<file path="src/rtl/ni_pkg.sv">
// Shared types and constants for the network-interface receive DMA.
// Word offsets are relative to the CPU-programmed base address.
package ni_pkg;

  typedef enum logic [2:0] {
    ST_IDLE,
    ST_WAIT_HDR,
    ST_WAIT_SIZE,
    ST_PAYLOAD,
    ST_DONE
  } ni_rx_state_t;

  localparam int HDR_OFFSET     = 0;
  localparam int SIZE_OFFSET    = 1;
  localparam int PAYLOAD_OFFSET = 2;

endpackage

</file>
<file path="src/rtl/ni_rx_dma.sv">
// Receive-side DMA: accepts header, size and payload flits from the router
// local port and writes them into tile RAM port B at a programmed base.
module ni_rx_dma
  import ni_pkg::*;
#(
  parameter int FLIT_WIDTH  = 16,
  parameter int ADDR_WIDTH  = 16,
  parameter int MAX_PAYLOAD = 64
) (
  input  logic                  clock,
  input  logic                  reset,
  input  logic                  cfg_start_in,
  input  logic [ADDR_WIDTH-1:0] cfg_base_in,
  input  logic                  flit_valid_in,
  input  logic [FLIT_WIDTH-1:0] flit_data_in,
  output logic                  flit_ready_out,
  output logic                  mem_enable_out,
  output logic                  mem_wb_out,
  output logic [ADDR_WIDTH-1:0] mem_addr_out,
  output logic [FLIT_WIDTH-1:0] mem_data_out,
  output logic                  busy_out,
  output logic                  done_out,
  output logic                  overflow_out,
  output logic [FLIT_WIDTH-1:0] rx_len_out
);

  localparam logic [FLIT_WIDTH:0] MaxPay = (FLIT_WIDTH+1)'(MAX_PAYLOAD);

  ni_rx_state_t          state, stateNext;
  logic [ADDR_WIDTH-1:0] baseAddr;
  logic [FLIT_WIDTH-1:0] remaining;
  logic [FLIT_WIDTH-1:0] payIdx;

  logic                  payInRange;
  logic                  writeEn;
  logic [ADDR_WIDTH-1:0] writeAddr;
  logic                  loadBase;
  logic                  loadSize;
  logic                  consumePayload;
  logic                  setOverflow;

  assign payInRange = {1'b0, payIdx} < MaxPay;

  // Ready depends only on state, so a transfer is simply valid in a ready state.
  always_comb begin
    stateNext      = state;
    flit_ready_out = 1'b0;
    busy_out       = (state != ST_IDLE);
    done_out       = 1'b0;
    writeEn        = 1'b0;
    writeAddr      = baseAddr;
    loadBase       = 1'b0;
    loadSize       = 1'b0;
    consumePayload = 1'b0;
    setOverflow    = 1'b0;
    case (state)
      ST_IDLE: begin
        if (cfg_start_in) begin
          loadBase  = 1'b1;
          stateNext = ST_WAIT_HDR;
        end
      end
      ST_WAIT_HDR: begin
        flit_ready_out = 1'b1;
        if (flit_valid_in) begin
          writeEn   = 1'b1;
          writeAddr = baseAddr + ADDR_WIDTH'(HDR_OFFSET);
          stateNext = ST_WAIT_SIZE;
        end
      end
      ST_WAIT_SIZE: begin
        flit_ready_out = 1'b1;
        if (flit_valid_in) begin
          writeEn   = 1'b1;
          writeAddr = baseAddr + ADDR_WIDTH'(SIZE_OFFSET);
          loadSize  = 1'b1;
          stateNext = (flit_data_in == '0) ? ST_DONE : ST_PAYLOAD;
        end
      end
      ST_PAYLOAD: begin
        flit_ready_out = 1'b1;
        if (flit_valid_in) begin
          consumePayload = 1'b1;
          // Words beyond the buffer are still drained from the router but dropped.
          if (payInRange) begin
            writeEn   = 1'b1;
            writeAddr = baseAddr + ADDR_WIDTH'(PAYLOAD_OFFSET) + ADDR_WIDTH'(payIdx);
          end else begin
            setOverflow = 1'b1;
          end
          if (remaining == FLIT_WIDTH'(1)) begin
            stateNext = ST_DONE;
          end
        end
      end
      ST_DONE: begin
        done_out  = 1'b1;
        stateNext = ST_IDLE;
      end
      default: begin
        stateNext = ST_IDLE;
      end
    endcase
  end

  always_ff @(posedge clock) begin
    if (reset) begin
      state          <= ST_IDLE;
      baseAddr       <= '0;
      remaining      <= '0;
      payIdx         <= '0;
      mem_enable_out <= 1'b0;
      mem_wb_out     <= 1'b0;
      mem_addr_out   <= '0;
      mem_data_out   <= '0;
      overflow_out   <= 1'b0;
      rx_len_out     <= '0;
    end else begin
      state          <= stateNext;
      mem_enable_out <= writeEn;
      mem_wb_out     <= writeEn;
      if (writeEn) begin
        mem_addr_out <= writeAddr;
        mem_data_out <= flit_data_in;
      end
      if (loadBase) begin
        baseAddr     <= cfg_base_in;
        overflow_out <= 1'b0;
        rx_len_out   <= '0;
      end
      if (loadSize) begin
        remaining  <= flit_data_in;
        rx_len_out <= flit_data_in;
        payIdx     <= '0;
      end
      // The index saturates once out of range so it can never wrap back into the buffer.
      if (consumePayload) begin
        remaining <= remaining - FLIT_WIDTH'(1);
        if (payInRange) begin
          payIdx <= payIdx + FLIT_WIDTH'(1);
        end
      end
      if (setOverflow) begin
        overflow_out <= 1'b1;
      end
    end
  end

endmodule

</file>
<file path="config.mk">
export PLATFORM = sky130hd
export DESIGN_NAME = ni_rx_dma
export DESIGN_NICKNAME = d
export VERILOG_FILES = /design/src/rtl/ni_pkg.sv /design/src/rtl/ni_rx_dma.sv
export SDC_FILE = /design/constraint.sdc
export NUM_CORES = 1
export LEC_CHECK = 0
export BUFFER_PORTS_ARGS = -buffer_cell sky130_fd_sc_hd__buf_2
export CAP_MARGIN = 10
export CORE_ASPECT_RATIO = 1.2
export CORE_UTILIZATION = 45
export CTS_CLUSTER_SIZE = 10
export DETAILED_ROUTE_END_ITERATION = 8
export PLACE_DENSITY = 0.65
export SYNTH_ARGS = -nofsm -noshare
export SYNTH_HDL_FRONTEND = slang
export SYNTH_SLANG_ARGS = --single-unit
</file>
<file path="constraint.sdc">
create_clock -name clock -period 2.8 [get_ports clock]
set_clock_uncertainty 0.1 [all_clocks]
set_input_delay 0.14 -clock clock [delete_from_list [all_inputs] [get_ports clock]]
set_output_delay 0.14 -clock clock [all_outputs]
set_load 0.01 [all_outputs]
</file>
## Word-level counts from Yosys, hierarchy flattened

Index checks and enable logic that the tools add are counted.

- Register bits after elaboration: 101
- Input bits: 36
- Output and inout port bits: 54
- Logic and storage cells: 67

- Add/subtract/negate cells: 5
- Order comparisons: 1
- Equal/unequal tests: 10
- Mux-type cells: 33
- Reductions and logical operators: 9

Operators with widths:

| operator | number |
|---|---|
| $mux 16 | 10 |
| $add 16x1->16 const B | 2 |
| $pmux 16 s2 | 1 |
| $mux 3 | 6 |
| $add 16x16->16 | 1 |
| $add 16x2->16 const B | 1 |
| $eq 16x1->1 const B | 1 |
| $logic_not 16->1 | 1 |
| $lt 16x7->1 const B | 1 |
| $sub 16x1->16 const B | 1 |
| $mux 1 | 14 |
| $pmux 3 s4 | 1 |
| $ne 2x2->1 const B | 5 |
| $eq 3x2->1 const B | 2 |
| $reduce_bool 2->1 | 3 |
| $reduce_and 5->1 | 1 |
| $eq 3x1->1 const B | 1 |
| $eq 3x3->1 const B | 1 |
| $logic_not 3->1 | 1 |
| $reduce_bool 3->1 | 1 |
| $reduce_or 3->1 | 1 |
| $pmux 1 s2 | 1 |
| $reduce_or 2->1 | 1 |

## Depth between registers and ports, before layout

- Depth in word-level cells: 5
- Mapped depth: 11
- Mapped depth without buffers: 11

## Worst setup path after synthesis

OpenSTA, ideal clock, no wires.

- Kind: register to register
- Start point: reg baseAddr[1]
- End point: reg mem_addr_out[15]
- Library setup time: 0.086 ns
- Arrival time: 2.377 ns
- Required time: 2.614 ns
- Slack: 0.237 ns
- Cell stages (with the launch flop): 12
- Buffers on the path: 0
- Clock period less this slack: 2.563 ns
- Path through: dfxtp_1 -> inv_1 -> ha_1 -> inv_1 -> ha_1 -> fa_1 -> a21oi_1 -> o221ai_1 -> a31oi_1 -> o21ai_0 -> mux2i_1 -> a211oi_1

- Longest elaborated chain between the ends: 5
- Elaborated cells between the ends (all ways): 7
- Classes of those cells: add/sub (3); mux (4)

Ends and longest elaborated chain:

| item | line | RTL |
|---|---|---|
| start, declared | ni_rx_dma.sv:30 | `logic [ADDR_WIDTH-1:0] baseAddr;` |
| start signal, assigned | ni_rx_dma.sv:127 | `baseAddr <= cfg_base_in;` |
| $add 16x2->16 | ni_rx_dma.sv:87 | `writeAddr = baseAddr + ADDR_WIDTH'(PAYLOAD_OFFSET) + ADDR_WIDTH'(payIdx);` |
| $add 16x16->16 | ni_rx_dma.sv:87 |  |
| $mux 16 | ni_rx_dma.sv:85 | `if (payInRange) begin` |
| $mux 16 | ni_rx_dma.sv:82 | `if (flit_valid_in) begin` |
| $pmux 16 s2 * | ni_rx_dma.sv:56 | `case (state)` |
| end signal, assigned | ni_rx_dma.sv:123 | `mem_addr_out <= writeAddr;` |
| end, declared | ni_rx_dma.sv:19 | `output logic [ADDR_WIDTH-1:0] mem_addr_out,` |

Every way passes the cells marked *; elsewhere a longest branch is shown, timed or not.
A chain may end at the register's enable or synchronous reset.

## Worst setup path after layout

- Start point: reg payIdx[8]
- End point: reg mem_addr_out[13]

- Longest elaborated chain between the ends: 4
- Elaborated cells between the ends (all ways): 8
- Classes of those cells: add/sub (1); order compare (1); mux (6)

Ends and longest elaborated chain:

| item | line | RTL |
|---|---|---|
| start, declared | ni_rx_dma.sv:32 | `logic [FLIT_WIDTH-1:0] payIdx;` |
| start signal, assigned | ni_rx_dma.sv:140 | `payIdx <= payIdx + FLIT_WIDTH'(1);` |
| $add 16x16->16 / $lt 16x7->1 (equally long branches) | ni_rx_dma.sv:87, ni_rx_dma.sv:42 |  |
| $mux 16 / $mux 1 (equally long branches) | ni_rx_dma.sv:85 |  |
| $mux 16 / $mux 1 (equally long branches) | ni_rx_dma.sv:82 |  |
| $pmux 16 s2 / $pmux 1 s2 (equally long branches) | ni_rx_dma.sv:56 |  |

Parallel ways exist; a longest one is shown, timed or not.

==> flow_summary.toml <==
[global_route]
gr-usage-all-layers_pct = 29.0
gr-total-overflow = 0
grt_pass1_wl_microns = 27400
grt_pass1_vias = 5415
grt_start_max_net_pins = 43
antenna_found_initial = 0

[setup_path]
crit_type = "flop to flop"
worstPathArrival_ns = 2.93
crit_buf_inv = 0
crit_top_cell = "or4_1"
r2r_cells = 6
crit_fanout = 4
r2r-end = "mem_addr_out[13]"
required_ns = 3.00
r2r_slack_ns = 0.07
worst_setup_path_end_kind = "flop"
crit_chain = "or4_1 -> or3_4 -> a311o_1 -> or4_1 -> a31oi_1 -> a41o_1"
crit_family = "simple AND/OR/NAND/NOR gates"
critPathMaxStageDelay_ns = 0.63
worstReg2RegStart = "payIdx[8]"
crit_path_start_kind = "flop"
critPathSlowestCell = "or4_1"

[timing]
fin_crit_sh_pct = 97.5
setup_tns_ns = 0
tightest_slew_ns = 0.720
whs_ns = 0.00901
max_slew_margin_pct = 51.9
slew_violations = 0
min_period_ns = 2.73
hold_viol = 0
fmax_mhz = 366
layout_setup_ws_ns = 0.0703
finalSetupViolCount = 0

[cts]
clock-sinks = 101
clk_path_buf_depth = 2
ctsHtreeMaxLevel = 3
numCtsBuffers = 9
cts_tree = "done"
clkTransAtPathRegs_ns = 0.08
clock-root-buffer = "clkbuf_16"
clock_latency_ns = 0.36
post_cts_buffers = 0

[hold_path]
hold_path_end = "mem_data_out[15]"
hold_depth = 3
min_path_type = "primary input to flop"
min_from = "flit_data_in[15]"

[place]
place.gp.congestion = 0.935
place_hpwl_microns = 12500
preCtsSetupSlack_ns = -0.0351
port_buffers = 89

[synth]
yosysUniqueCellTypes = 59
synthCells = 684
synthTopCellsByCount = "101 x dfxtp_1, 100 x nand2_1, 73 x a21oi_1, 73 x nor2_1, 33 x ha_1"
syn_area_sq_um = 5390
synthTopCellsByArea = "dfxtp_1 38%, ha_1 7.7%, nand2_1 7.0%"
yosys_warnings = 0
async_flop_share_pct = 0
yosysSeqAreaShare_pct = 37.5
yosys.area.top_type = "dfxtp_1"
syn-num-nets = 754
yosysTopAreaCellShare_pct = 37.5
synth_edf_count = 0
synth.most_common_cell = "dfxtp_1"
synth_ff_type = "dfxtp_1"
syn_avg_cell_area_sq_um = 7.88
synth_seq_cells = 101

[run_status]
status = "complete, no violations"

[die]
coreArea_sq_um = 11600
num_io_pins = 90
die_x_microns = 102
start_util_pct = 46.4
rows = 43
die_h_microns = 122
die_area_sq_um = 12400

[route]
route.detailed.drc = 0
vias = 5662
viasPerCell = 5.83
drt_wl_total_microns = 17300
wl_per_cell_microns = 17.8
dr.pass1.iters = 5
drtAntennaViolNets = 0
dr.first_iter.drc_count = 394

[layout]
n_fill_cell = 1111
seqCellArea_sq_um = 2020
layout-drive-gt1-share_pct = 19.0
multi_input_area_sq_um = 3180
n_antenna_cell = 0
fin_nets = 880
syn_to_final_growth_pct = 26.5

[pwr]
cellLeakagePower_nw = 2.90
ir_drop_mv = 0.383
power.density_nw_per_um2 = 748

[job]
cap_violations = 0
-- power by group --
group          internal, W  switching [W]  total, W
sequential         0.00163       0.000171   0.00180
clock             0.000642       0.000644   0.00129
combinational     0.000771        0.00124   0.00201
total              0.00305        0.00206   0.00510
-- layout make-up --
cell class | count | share of cell area [%]
Multi-Input combinational cell | 523 | 46.7
Tap cell | 157 | 2.88
Timing Repair Buffer | 154 | 15.0
Clock buffer | 9 | 3.30
Sequential cell | 101 | 29.7
Inverter | 21 | 1.16
Clock inverter | 7 | 1.34
-- worst max-delay path by stage --
stage	cells after the start	endpoint	from	slack [ns]
global placement	11	mem_addr_out[15]	baseAddr[1]	0.01
detailed placement	11	mem_addr_out[15]	baseAddr[1]	-0.04
CTS	11	mem_addr_out[15]	baseAddr[1]	0.02
global route	11	mem_addr_out[15]	baseAddr[1]	-0.01
floorplan	11	mem_addr_out[15]	baseAddr[1]	0.24
finish	6	mem_addr_out[13]	payIdx[8]	0.07
-- routing by layer --
layer / track usage, % / share of wire, % / vias up
li1: - / - / 2737
met1: 34.7 / 39 / 2640
met2: 49.5 / 50 / 233
met3: 3.90 / 6.0 / 52
met4: 16.9 / 4.6 / 0
met5: 0 / 0 / -
-- logic make-up (layout without fill, tap and decap cells) --
kind of cell / Yosys count / count (layout) / synth area share (%)
simple gates: 281 / 281 / 24.4
xor+xnor: 16 / 16 / 2.60
compound gates: 186 / 186 / 22.0
flops: 101 / 101 / 37.5
mux: 6 / 6 / 1.11
fa+ha+maj: 34 / 34 / 8.04
buf+inv: 60 / 191 / 4.32
-- cell usage in the layout, fill, tap and decap left out, types with 5 or more instances in the layout --
master | Yosys | final
and3_1 | 7 | 7
xnor2_1 | 12 | 12
nor3_1 | 18 | 18
a21oi_1 | 73 | 72
ha_1 | 33 | 33
a211oi_1 | 14 | 13
mux2i_1 | 6 | 6
nand2_1 | 100 | 100
a22oi_1 | 15 | 15
nor2_1 | 73 | 73
nor4_1 | 14 | 13
o21ai_0 | 25 | 25
nand3b_1 | 6 | 6
buf_2 | 3 | 89
o22ai_1 | 5 | 5
clkbuf_16 | 0 | 9
nand3_1 | 17 | 17
dlygate4sd3_1 | 0 | 28
buf_4 | 1 | 34
and2_1 | 12 | 12
a31oi_1 | 11 | 10
nand4_1 | 12 | 12
inv_1 | 21 | 21
dfxtp_1 | 101 | 101
-- tightest hold or removal path: stages --
cell and delay [ns]:
buf_2 0.14, nand2_1 0.08, a21oi_1 0.06
-- state kept, by name (all words and copies together), names as in the netlist --
name,cells
baseAddr,16
state,3
mem_wb_out,1
remaining,16
mem_addr_out,16
mem_data_out,16
rx_len_out,16
payIdx,16
overflow_out,1
-- per-stage QoR --
step                      util [%]  cells  area, sq um  total power (W)
final                         58.7    972         6820          0.00510
after global routing          58.7    972         6820          0.00541
after floorplan                  -    684         5390          0.00306
after detailed placement      53.3    928         6190          0.00378
after CTS                     58.5    972         6800          0.00509
after global placement        53.3    928         6190          0.00374
-- timing repair --
action,4_1_cts,5_1_grt
setup endpoints to repair,1,5
resized for setup,2,6
pin swaps,1,0
hold buffers,28,0
hold endpoints to repair,32,0
No activity file was read; power rests on OpenSTA's default activity.
